### config.mk
export PLATFORM = sky130hd
export DESIGN_NAME = dmem_arbiter_flat
export DESIGN_NICKNAME = d
export VERILOG_FILES = /design/src/rtl/dmem_arbiter_pkg.sv /design/src/rtl/dmem_arbiter_if.sv /design/src/rtl/dmem_arbiter_lat_counter.sv /design/src/rtl/dmem_arbiter.sv /design/src/flat_wrapper.sv
export SDC_FILE = /design/constraint.sdc
export NUM_CORES = 1
export LEC_CHECK = 0
export ABC_CLOCK_PERIOD_IN_PS = 8300
export CORE_AREA = 5 5 206 208
export CTS_BUF_LIST = sky130_fd_sc_hd__clkbuf_2
export DETAILED_ROUTE_END_ITERATION = 8
export DIE_AREA = 0 0 211 213
export PLACE_DENSITY = 0.53
export SKIP_LAST_GASP = 1
export SLEW_MARGIN = 25
export SYNTH_ARGS = -nofsm -noshare
export SYNTH_HDL_FRONTEND = slang
export SYNTH_SLANG_ARGS = --single-unit
### constraint.sdc
create_clock -name clk -period 8.3 [get_ports clk]
set_input_delay 1.66 -clock clk [delete_from_list [all_inputs] [get_ports clk]]
set_output_delay 1.66 -clock clk [all_outputs]
set_load 0.005 [all_outputs]
### src/rtl/dmem_arbiter_pkg.sv
// Shared types and codes for the data-memory arbiter.
package dmem_arbiter_pkg;

   // Access sequencer states
   typedef enum logic [1:0] {
      ARB_IDLE  = 2'd0,
      ARB_ISSUE = 2'd1,
      ARB_WAIT  = 2'd2,
      ARB_RESP  = 2'd3
   } arb_state_t;

   // Owner codes reported on the owner output
   localparam logic OWN_P = 1'b0;
   localparam logic OWN_D = 1'b1;

   // D wins when it is the only requester, or when P has starved it long enough
   function automatic logic grant_to_d(input logic p_req, input logic d_req, input logic starved);
      return d_req & (~p_req | starved);
   endfunction

endpackage

### src/rtl/dmem_arbiter_if.sv
// Bundle of requester, memory and status signals around the arbiter.
// slave is the arbiter's view; master is the view of the requesters and memory.
interface dmem_arbiter_if #(
   parameter int DATA_W = 64,
   parameter int ADDR_W = 10
);
   logic              p_req;
   logic              p_we;
   logic [63:0]       p_addr;
   logic [DATA_W-1:0] p_wdata;
   logic [DATA_W-1:0] p_rdata;
   logic              p_done;
   logic              p_stall;

   logic              d_req;
   logic              d_we;
   logic [63:0]       d_addr;
   logic [DATA_W-1:0] d_wdata;
   logic [DATA_W-1:0] d_rdata;
   logic              d_done;

   logic              m_en;
   logic              m_we;
   logic [ADDR_W-1:0] m_addr;
   logic [DATA_W-1:0] m_wdata;
   logic [DATA_W-1:0] m_rdata;

   logic              busy;
   logic              owner;

   modport slave (
      input  p_req, p_we, p_addr, p_wdata,
      output p_rdata, p_done, p_stall,
      input  d_req, d_we, d_addr, d_wdata,
      output d_rdata, d_done,
      output m_en, m_we, m_addr, m_wdata,
      input  m_rdata,
      output busy, owner
   );

   modport master (
      output p_req, p_we, p_addr, p_wdata,
      input  p_rdata, p_done, p_stall,
      output d_req, d_we, d_addr, d_wdata,
      input  d_rdata, d_done,
      input  m_en, m_we, m_addr, m_wdata,
      output m_rdata,
      input  busy, owner
   );
endinterface

### src/rtl/dmem_arbiter_lat_counter.sv
// Loadable down-counter timing the memory latency; o_tc flags a zero count.
module arb_lat_counter #(
   parameter int WIDTH = 2
) (
   input  logic             clk,
   input  logic             rst,
   input  logic             i_load,
   input  logic [WIDTH-1:0] i_load_val,
   input  logic             i_en,
   output logic             o_tc
);
   logic [WIDTH-1:0] r_count;

   // Load takes precedence; otherwise count down and stop at zero
   always_ff @(posedge clk or posedge rst) begin
      if (rst) begin
         r_count <= '0;
      end else if (i_load) begin
         r_count <= i_load_val;
      end else if (i_en && !o_tc) begin
         r_count <= r_count - WIDTH'(1);
      end
   end

   assign o_tc = (r_count == '0);

endmodule

### src/rtl/dmem_arbiter.sv
// Two-port sequencer/arbiter for the single-port data memory.
// P has priority; D is guaranteed a grant after STARVE_MAX consecutive P grants.
module dmem_arbiter
   import dmem_arbiter_pkg::*;
#(
   parameter int DATA_W     = 64,
   parameter int ADDR_W     = 10,
   parameter int MEM_LAT    = 2,
   parameter int STARVE_MAX = 4
) (
   input logic           clk,
   input logic           rst,
   dmem_arbiter_if.slave bus
);
   localparam int CNT_W = $clog2(MEM_LAT) + 1;
   localparam int STV_W = $clog2(STARVE_MAX + 1);

   arb_state_t        r_state;
   logic              r_we;
   logic [STV_W-1:0]  r_starve;

   logic              w_any_req;
   logic              w_starved;
   logic              w_grant_d;
   logic              w_cnt_load;
   logic              w_cnt_en;
   logic              w_tc;
   logic [DATA_W-1:0] w_result;
   logic              w_unused_addr;

   assign w_any_req  = bus.p_req | bus.d_req;
   assign w_starved  = (r_starve == STV_W'(STARVE_MAX));
   assign w_grant_d  = grant_to_d(bus.p_req, bus.d_req, w_starved);
   assign w_cnt_load = (r_state == ARB_ISSUE);
   assign w_cnt_en   = (r_state == ARB_WAIT);
   // A write reports the data it stored, held in m_wdata since the grant
   assign w_result   = r_we ? bus.m_wdata : bus.m_rdata;

   // Only the low address bits reach the memory
   assign w_unused_addr = ^{bus.p_addr[63:ADDR_W], bus.d_addr[63:ADDR_W]};

   assign bus.busy    = (r_state != ARB_IDLE);
   assign bus.p_stall = bus.p_req & ~bus.p_done;

   arb_lat_counter #(
      .WIDTH (CNT_W)
   ) u_lat_counter (
      .clk        (clk),
      .rst        (rst),
      .i_load     (w_cnt_load),
      .i_load_val (CNT_W'(MEM_LAT - 1)),
      .i_en       (w_cnt_en),
      .o_tc       (w_tc)
   );

   // Sequencer: grant and latch in IDLE, strobe memory in ISSUE, wait out the latency, respond
   always_ff @(posedge clk or posedge rst) begin
      if (rst) begin
         r_state     <= ARB_IDLE;
         r_we        <= 1'b0;
         r_starve    <= '0;
         bus.owner   <= OWN_P;
         bus.p_done  <= 1'b0;
         bus.d_done  <= 1'b0;
         bus.p_rdata <= '0;
         bus.d_rdata <= '0;
         bus.m_en    <= 1'b0;
         bus.m_we    <= 1'b0;
         bus.m_addr  <= '0;
         bus.m_wdata <= '0;
      end else begin
         bus.p_done <= 1'b0;
         bus.d_done <= 1'b0;
         bus.m_en   <= 1'b0;
         bus.m_we   <= 1'b0;
         case (r_state)
            ARB_IDLE: begin
               if (!bus.d_req) begin
                  r_starve <= '0;
               end
               if (w_any_req) begin
                  r_state  <= ARB_ISSUE;
                  bus.m_en <= 1'b1;
                  if (w_grant_d) begin
                     bus.owner   <= OWN_D;
                     r_we        <= bus.d_we;
                     bus.m_we    <= bus.d_we;
                     bus.m_addr  <= bus.d_addr[ADDR_W-1:0];
                     bus.m_wdata <= bus.d_wdata;
                     r_starve    <= '0;
                  end else begin
                     bus.owner   <= OWN_P;
                     r_we        <= bus.p_we;
                     bus.m_we    <= bus.p_we;
                     bus.m_addr  <= bus.p_addr[ADDR_W-1:0];
                     bus.m_wdata <= bus.p_wdata;
                     if (bus.d_req && !w_starved) begin
                        r_starve <= r_starve + STV_W'(1);
                     end
                  end
               end
            end
            ARB_ISSUE: begin
               r_state <= ARB_WAIT;
            end
            ARB_WAIT: begin
               if (w_tc) begin
                  r_state <= ARB_RESP;
                  if (bus.owner == OWN_D) begin
                     bus.d_done  <= 1'b1;
                     bus.d_rdata <= w_result;
                  end else begin
                     bus.p_done  <= 1'b1;
                     bus.p_rdata <= w_result;
                  end
               end
            end
            default: begin
               r_state <= ARB_IDLE;
            end
         endcase
      end
   end

endmodule
### src/flat_wrapper.sv
// flat-port wrapper written by rule: the top's interface ports become plain ports
module dmem_arbiter_flat import dmem_arbiter_pkg::*;
#(
   parameter int DATA_W     = 64,
   parameter int ADDR_W     = 10,
   parameter int MEM_LAT    = 2,
   parameter int STARVE_MAX = 4
)
  (clk, rst, bus_p_req, bus_p_we, bus_p_addr, bus_p_wdata, bus_p_rdata, bus_p_done, bus_p_stall, bus_d_req, bus_d_we, bus_d_addr, bus_d_wdata, bus_d_rdata, bus_d_done, bus_m_en, bus_m_we, bus_m_addr, bus_m_wdata, bus_m_rdata, bus_busy, bus_owner);
  dmem_arbiter_if #(.DATA_W(DATA_W), .ADDR_W(ADDR_W)) bus_i ();
  input logic clk;
  input logic rst;
  input wire logic [$bits(bus_i.p_req)-1:0] bus_p_req;
  input wire logic [$bits(bus_i.p_we)-1:0] bus_p_we;
  input wire logic [$bits(bus_i.p_addr)-1:0] bus_p_addr;
  input wire logic [$bits(bus_i.p_wdata)-1:0] bus_p_wdata;
  output wire logic [$bits(bus_i.p_rdata)-1:0] bus_p_rdata;
  output wire logic [$bits(bus_i.p_done)-1:0] bus_p_done;
  output wire logic [$bits(bus_i.p_stall)-1:0] bus_p_stall;
  input wire logic [$bits(bus_i.d_req)-1:0] bus_d_req;
  input wire logic [$bits(bus_i.d_we)-1:0] bus_d_we;
  input wire logic [$bits(bus_i.d_addr)-1:0] bus_d_addr;
  input wire logic [$bits(bus_i.d_wdata)-1:0] bus_d_wdata;
  output wire logic [$bits(bus_i.d_rdata)-1:0] bus_d_rdata;
  output wire logic [$bits(bus_i.d_done)-1:0] bus_d_done;
  output wire logic [$bits(bus_i.m_en)-1:0] bus_m_en;
  output wire logic [$bits(bus_i.m_we)-1:0] bus_m_we;
  output wire logic [$bits(bus_i.m_addr)-1:0] bus_m_addr;
  output wire logic [$bits(bus_i.m_wdata)-1:0] bus_m_wdata;
  input wire logic [$bits(bus_i.m_rdata)-1:0] bus_m_rdata;
  output wire logic [$bits(bus_i.busy)-1:0] bus_busy;
  output wire logic [$bits(bus_i.owner)-1:0] bus_owner;
  assign bus_i.p_req = bus_p_req;
  assign bus_i.p_we = bus_p_we;
  assign bus_i.p_addr = bus_p_addr;
  assign bus_i.p_wdata = bus_p_wdata;
  assign bus_p_rdata = bus_i.p_rdata;
  assign bus_p_done = bus_i.p_done;
  assign bus_p_stall = bus_i.p_stall;
  assign bus_i.d_req = bus_d_req;
  assign bus_i.d_we = bus_d_we;
  assign bus_i.d_addr = bus_d_addr;
  assign bus_i.d_wdata = bus_d_wdata;
  assign bus_d_rdata = bus_i.d_rdata;
  assign bus_d_done = bus_i.d_done;
  assign bus_m_en = bus_i.m_en;
  assign bus_m_we = bus_i.m_we;
  assign bus_m_addr = bus_i.m_addr;
  assign bus_m_wdata = bus_i.m_wdata;
  assign bus_i.m_rdata = bus_m_rdata;
  assign bus_busy = bus_i.busy;
  assign bus_owner = bus_i.owner;
  dmem_arbiter #(.DATA_W(DATA_W), .ADDR_W(ADDR_W), .MEM_LAT(MEM_LAT), .STARVE_MAX(STARVE_MAX)) u_core (.clk(clk), .rst(rst), .bus(bus_i));
endmodule
# == Yosys cells after proc, flatten, opt, wreduce, memory -nomap -nowiden ==
# Index checks and enable logic that the tools add are counted.
# classes
eq_ne,5
reduce_logical,12
n_lt_le_gt_ge,0
mul,0
n_mux,24
shift,0
div,0
n_addsub,2
n_bitwise,7
# op_table
cell,count
$mux W64,2
$mux W1,12
$mux W3,4
$mux W10,1
$mux W2,4
$pmux W2 S3,1
$reduce_and A3 Y1,2
$logic_not A2 Y1,2
$ne A2 B1 Y1 const B,2
$reduce_and A2 Y1,2
$reduce_bool A2 Y1,2
$add A3 B1 Y3 const B,1
$eq A3 B3 Y1 const B,1
$not A1 Y1,3
$and A1 B1 Y1,2
$eq A2 B1 Y1 const B,1
$eq A2 B2 Y1 const B,1
$logic_and A1 B1 Y1,2
$logic_not A1 Y1,2
$or A1 B1 Y1,2
$sub A2 B1 Y2 const B,1
# word_totals
reg_bits,215
out_inout_bits,209
mem_bits_rw,0
in_bits,326
latch_bits,0
romBits,0
n_memories,0

# == Logic depth before layout (Yosys ltp) ==
# Gate-level depths: netlist (run 1).
# logic_depth
word_depth,6
depth_mapped,9
mapped_depth_nobuf,6

# == Cells and area by module ==
# From an unflattened synthesis (run 1), not the netlist that was laid out.
# hier_totals
cells_unflattened,806
area_unflattened_um2,9057.4
# by_module_without_submodules
module,area_each_um2,cells_per_inst,instances,seq_area_each_um2
dmem_arbiter,8922.3,793,1,5330.1
arb_lat_counter,135.1,13,1,50.0

# == Worst setup path before layout (run 1) ==
# No wires, ideal clock.
# synth_timing
kind,input-to-output
start,input bus_p_req
end,output bus_p_stall
path_buffers,0
path_slack_ps,4849
arrival_time_ps,1791
cell_stages,1
path_cell_list,nor2b_1
# synth_via
elab_chain_cells,1
# synth_rtl
element,line,source
from (decl),flat_wrapper.sv:13,input wire logic [$bits(bus_i.p_req)-1:0] bus_p_req;
$and A1 B1 Y1,dmem_arbiter.sv:43,assign bus.p_stall = bus.p_req & ~bus.p_done;
to (decl),flat_wrapper.sv:19,output wire logic [$bits(bus_i.p_stall)-1:0] bus_p_stall;
# No other way between the ends.

# == Worst setup path in the final report (run 1) ==
# Same ends and word-level chain as after synthesis.

==> results of run 1 <==
-- state kept, by name, summed over array words and instances, names as in the netlist, 2 cells and up --
name,cells
u_core.r_starve,3
u_core.bus.p_rdata,64
u_core.bus.m_wdata,64
u_core.bus.d_rdata,64
u_core.r_state,2
u_core.u_lat_counter.r_count,2
u_core.bus.m_addr,10
-- synthesized netlist by cell type, drive strengths merged, types with 2 or more instances --
cell    count  area share, %
buf        39            2.5
mux2i      65            6.9
nand2b      2           0.13
nor2       77            3.1
o21ai     204             11
nand3       3           0.16
clkbuf     46            1.8
a21oi      76            4.0
o22ai       2           0.13
inv        13           0.52
ha          7           0.93
a32o        2           0.21
nand3b      2           0.16
nor2b       3           0.20
a31oi      75            5.0
dfrtp     215             57
nand2     131            5.2
-- layer usage --
layer  vias up  global-route usage (%)
li1       4260                       -
met5         -                       0
met2       354                   26.99
met4         4                   6.126
met1      4314                   22.09
met3        65                   5.510
-- critical path: stages --
cell and delay, ps:
clkdlybuf4s50_1 710, nor2b_1 180, clkdlybuf4s50_1 510
-- power breakdown --
group | leakage, nW | switching (mW) | internal, mW
combinational | 3.43 | 1.16 | 1.40
clock | 0.411 | 0.468 | 0.300
sequential | 2.52 | 0.385 | 1.58
total | 6.36 | 2.01 | 3.28
-- through the flow --
step | worst slack [ps] | area (µm²) | hold slack (ps) | cells | utilization, %
final | 3578 | 14610 | 478.6 | 1963 | 36.19
after global routing | 3530 | 14610 | 513.5 | 1963 | 36.19
after CTS | 3576 | 14600 | 487.2 | 1961 | 36.16
after detailed placement | 3572 | 14080 | 468.9 | 1856 | 34.88
after global placement | 3288 | 14050 | 461.2 | 1855 | 34.81
after floorplan | 760.7 | 9398 | 473.3 | 970 | -
-- cells by family after synthesis --
| family | count (synthesis) |
|---|---|
| AOI/OAI and AO/OA | 364 |
| xor gates and xnor gates | 1 |
| adders and majority gates | 7 |
| buffers and inverters | 98 |
| DFF | 215 |
| muxes | 66 |
| and+or+nand+nor | 219 |
-- final timing paths --
check	from	to	slack [ps]	depth (start not counted)
hold / removal	u_core.bus.d_rdata[3]	u_core.bus.d_rdata[3]	480	2
max in group asynchronous	rst	u_core.bus.d_rdata[27]	5600	3
setup reg to reg	u_core.r_state[1]	u_core.bus.m_wdata[42]	5620	7
hold reg to reg	u_core.bus.d_rdata[3]	u_core.bus.d_rdata[3]	480	2
setup / recovery	bus_p_req	bus_p_stall	3580	3
min in group asynchronous	rst	u_core.bus.d_rdata[35]	1260	2
-- cell type report --
class,count,area share [%]
clock buffers,96,3.289
multi-input cells,657,24.61
repair buffers,439,29.98
inverters,13,0.4282
clock inverters,9,0.2569
flip-flops and latches,215,36.85
well taps,532,4.556
diodes,2,0.03426
==> flow_summary.ini, run 1 <==
[status]
status = finished, final reports clean

[global_route]
grt_antenna_before_repair = 4
gr-total-overflow = 0
grt_max_degree = 127
grtUsageTotal_pct = 17.09
grt_pass1_vias = 9443
grt_pass1_wl_mm = 59.20

[critical_path]
crit_fanout = 8
critPathKind = input pin to output port
required_ps = 6640
end_kind = output port
start_kind = input pin
cp.arrival_ps = 3060

[clock_network]
htreeDepth = 2
cts_tree = done
cts-resized-gates = 0
clk_path_buf_depth = 3
post-cts-setup-buffer-count = 0
clock-sinks = 215
clkLatencyLatePin_ps = 970
ctsHoldBuffers = 0
numCtsBuffers = 61
clock-root-buffer = clkbuf_2
clk_transition_reported_paths_ps = 70

[detailed_routing]
top_layer = met5
drt_wl_total_mm = 39.76
first_pass_iters = 5
first_iter_violations = 528
wl_met2_mm = 18.77
vias_per_cell = 4.583
antenna_left = 0
routed-wl-met3_mm = 3.144
vias = 8997
wl_met1_mm = 16.90
wl_per_cell_um = 20.25
drc = 0

[placement]
dp_hpwl_mm = 27.69
io_buffers = 426
place_congestion = 0.8116

[synthesis]
synth_fa_ha_area_share_pct = 0.9320
synth_top_family_by_area = compound AO/OA/AOI/OAI gates
synth_edf_count = 0
synthSimpleGateAreaFrac_pct = 9.027
syn_inst = 970
syn_avg_cell_area_um2 = 9.688
synth-seq-cells = 215
synthArstFlopShare_pct = 100.0
synth-seq-area-share_pct = 57.25
synth.area.mux_share_pct = 7.043
synth_compound_area_share_pct = 20.80
syn-cell-area_um2 = 9398
yosysWarnings = 0
synth_ff_type = dfrtp_1
synth_nets = 1303
ys_types = 31
yosys.area_share.xor_xnor_pct = 0.09320

[pwr]
total_power_mw = 5.287
ir_drop_v = 0.0001416
power.leakage_nw = 6.362
power_density_nw_per_um2 = 361.9

[die]
ioPinCount = 535
start_util_pct = 23.28
dieArea_um2 = 44940
coreArea_um2 = 40370
die_h_um = 213
num_rows = 74
die_w_um = 211

[finish]
nNetsFinal = 1720
syn_to_final_growth_pct = 55.45
drive_above_1_share_pct = 8.467
final_common_cell = clkdlybuf4s50_1
regArea_um2 = 5384
nFillCells = 4232
mostFrequentLayoutCells = clkdlybuf4s50_1 (425), dfrtp_1 (214), o21ai_0 (194), nand2_1 (131), clkbuf_2 (96)
multi_input_comb_area_um2 = 3595

[sta]
max_slew_margin_pct = 40.19
layout_min_cycle_time_ps = 4722
tightest_slew_ps = 897.1
tns_ps = 0
grt_setup_unrepaired = no
fmax_mhz = 211.8
finalCritPeriodShare_pct = 56.89
fin_skew_ps = 65.29
drv_slew = 0
finalHoldViolations = 0
setup_violations = 0

[min_path]
hold_class = flip-flop to flip-flop

[run]
drv.max_cap_violation_count = 0
Power figures use the tool's default switching activity.
==> inputs of run 2 (changes only) <==
--- a/config.mk
+++ b/config.mk
@@ -5,12 +5,12 @@
 export SDC_FILE = /design/constraint.sdc
 export NUM_CORES = 1
 export LEC_CHECK = 0
-export ABC_CLOCK_PERIOD_IN_PS = 8300
-export CORE_AREA = 5 5 206 208
+export ABC_CLOCK_PERIOD_IN_PS = 4200
+export CORE_AREA = 5 5 205 207
 export CTS_BUF_LIST = sky130_fd_sc_hd__clkbuf_2
 export DETAILED_ROUTE_END_ITERATION = 8
-export DIE_AREA = 0 0 211 213
-export PLACE_DENSITY = 0.53
+export DIE_AREA = 0 0 210 212
+export PLACE_DENSITY = 0.55
 export SKIP_LAST_GASP = 1
 export SLEW_MARGIN = 25
 export SYNTH_ARGS = -nofsm -noshare
==> constraint.sdc (replaced) <==
create_clock -name clk -period 4.2 [get_ports clk]
set_input_delay 0.84 -clock clk [delete_from_list [all_inputs] [get_ports clk]]
set_output_delay 0.84 -clock clk [all_outputs]
set_load 0.005 [all_outputs]
==> run 2 against run 1 <==
Sequential share of layout area down 0.16 points; sequential power up 98%; routed wire length down 0.78%; hold slack worse by 83 ps; global-route usage down 0.090 points; final cell count up 0.46%; highest routed layer unchanged; largest cell class unchanged; sequential cell count unchanged; first-iteration DRC count down 19%; cell area up 0.44%; non-clock buffer count up 5.
==> flow_summary.ini, run 2 (synthesis results as in run 1) <==
[critical_path]
required_ps = 3360
end_kind = output port
cp.arrival_ps = 2480
start_kind = flip-flop
critPathKind = flip-flop to output port
crit_fanout = 10

[sta]
tns_ps = 0
layout_min_cycle_time_ps = 3318
finalCritPeriodShare_pct = 79.00
drv_slew = 0
fin_skew_ps = 67.10
grt_setup_unrepaired = no
tightest_slew_ps = 1045
fmax_mhz = 301.4
max_slew_margin_pct = 30.34
finalHoldViolations = 0
setup_violations = 0

[finish]
multi_input_comb_area_um2 = 3595
nFillCells = 4216
drive_above_1_share_pct = 8.496
mostFrequentLayoutCells = clkdlybuf4s50_1 (425), dfrtp_1 (214), o21ai_0 (194), nand2_1 (131), clkbuf_2 (93)
nNetsFinal = 1724
final_common_cell = clkdlybuf4s50_1
largestRegisters = u_core.bus.d_rdata (64), u_core.bus.m_wdata (64), u_core.bus.p_rdata (64)
regArea_um2 = 5384
fin_util_pct = 36.51
fin_cells = 1972
design_area_um2 = 14670
syn_to_final_growth_pct = 56.13

[global_route]
grt_antenna_before_repair = 5
grtUsageMet3_pct = 6.079
grt_use_met1_pct = 21.51
use_met2_pct = 27.25
grt_pass1_wl_mm = 58.82
top_usage_layer = met2
gr-total-overflow = 0
grt_pass1_vias = 9387
grtUsageTotal_pct = 17.00
grt_max_degree = 117

[placement]
place_congestion = 0.8694
io_buffers = 426
place_area_um2 = 14140
dp_hpwl_mm = 27.74
dp.cells = 1861

[clock_network]
post-cts-setup-buffer-count = 0
ctsHoldBuffers = 0
clock-root-buffer = clkbuf_2
clk_path_buf_depth = 3
clock-sinks = 215
htreeDepth = 2
clkLatencyLatePin_ps = 960
cts-resized-gates = 0
numCtsBuffers = 60
cts_tree = done
clk_transition_reported_paths_ps = 100

[detailed_routing]
drt_wl_total_mm = 39.45
vias_per_cell = 4.562
wl_per_cell_um = 20.00
first_pass_iters = 4
antenna_left = 0
vias = 8997
drc = 0
first_iter_violations = 426

[run]
drv.max_cap_violation_count = 0

[die]
ioPinCount = 535
start_util_pct = 23.39
dieArea_um2 = 44520
die_h_um = 212
num_rows = 74
coreArea_um2 = 40180
die_w_um = 210

[pwr]
ir_drop_v = 0.0003409
power_density_nw_per_um2 = 713.8
total_power_mw = 10.47
power.leakage_nw = 6.387

[status]
status = finished, final reports clean

[min_path]
hold_class = input pin to asynchronous set/reset pin
[run 2: worst max-delay path, stage by stage (launching register included)]
cell,delay (ps)
dfrtp_1,420
inv_1,110
ha_1,400
inv_1,150
clkdlybuf4s50_1,510
[run 2: cell type report]
type | count | share of cell area [%]
multi-input cells | 657 | 24.50
inverters | 13 | 0.3667
repair buffers | 444 | 30.31
clock inverters | 14 | 0.3581
well taps | 532 | 4.537
diodes | 4 | 0.06822
flip-flops and latches | 215 | 36.69
clock buffers | 93 | 3.172
[run 2: per-stage QoR]
| step | hold WS, ps | worst slack [ps] |
|---|---|---|
| final | 396.1 | 882.0 |
| after global routing | 301.1 | 606.8 |
| after CTS | 263.0 | 716.0 |
| after detailed placement | 469.1 | 1106 |
| after global placement | 462.1 | 1122 |
| after floorplan | 473.3 | 561.9 |
[run 2: report_power, final]
part | internal, mW | total, mW | switching (mW)
Sequential | 3.12 | 3.89 | 0.768
Clock | 0.579 | 1.51 | 0.930
Combinational | 2.77 | 5.08 | 2.31
Total | 6.47 | 10.5 | 4.01
[run 2: worst paths after layout]
| check | startpoint | to | slack, ps | cells past startpoint |
|---|---|---|---|---|
| worst min-delay path | rst | u_core.bus.p_rdata[45] | 400 | 2 |
| worst min register to register | u_core.bus.p_rdata[3] | u_core.bus.p_rdata[3] | 480 | 2 |
| worst max register to register | u_core.r_starve[0] | u_core.bus.m_wdata[45] | 1940 | 6 |
| worst max-delay path | u_core.r_state[0] | bus_busy | 880 | 4 |
| min in group clk | bus_p_addr[0] | u_core.bus.m_addr[0] | 430 | 3 |
| max in group asynchronous | rst | u_core.bus.p_rdata[3] | 2930 | 3 |
[run 2: metal layers]
metal | wire length (µm) | part of all wire, % | up-vias
met5 | 27 | 0.068 | -
met4 | 936 | 2.4 | 4
met3 | 3325 | 8.4 | 73
met2 | 18520 | 47 | 366
met1 | 16640 | 42 | 4288
li1 | - | - | 4266
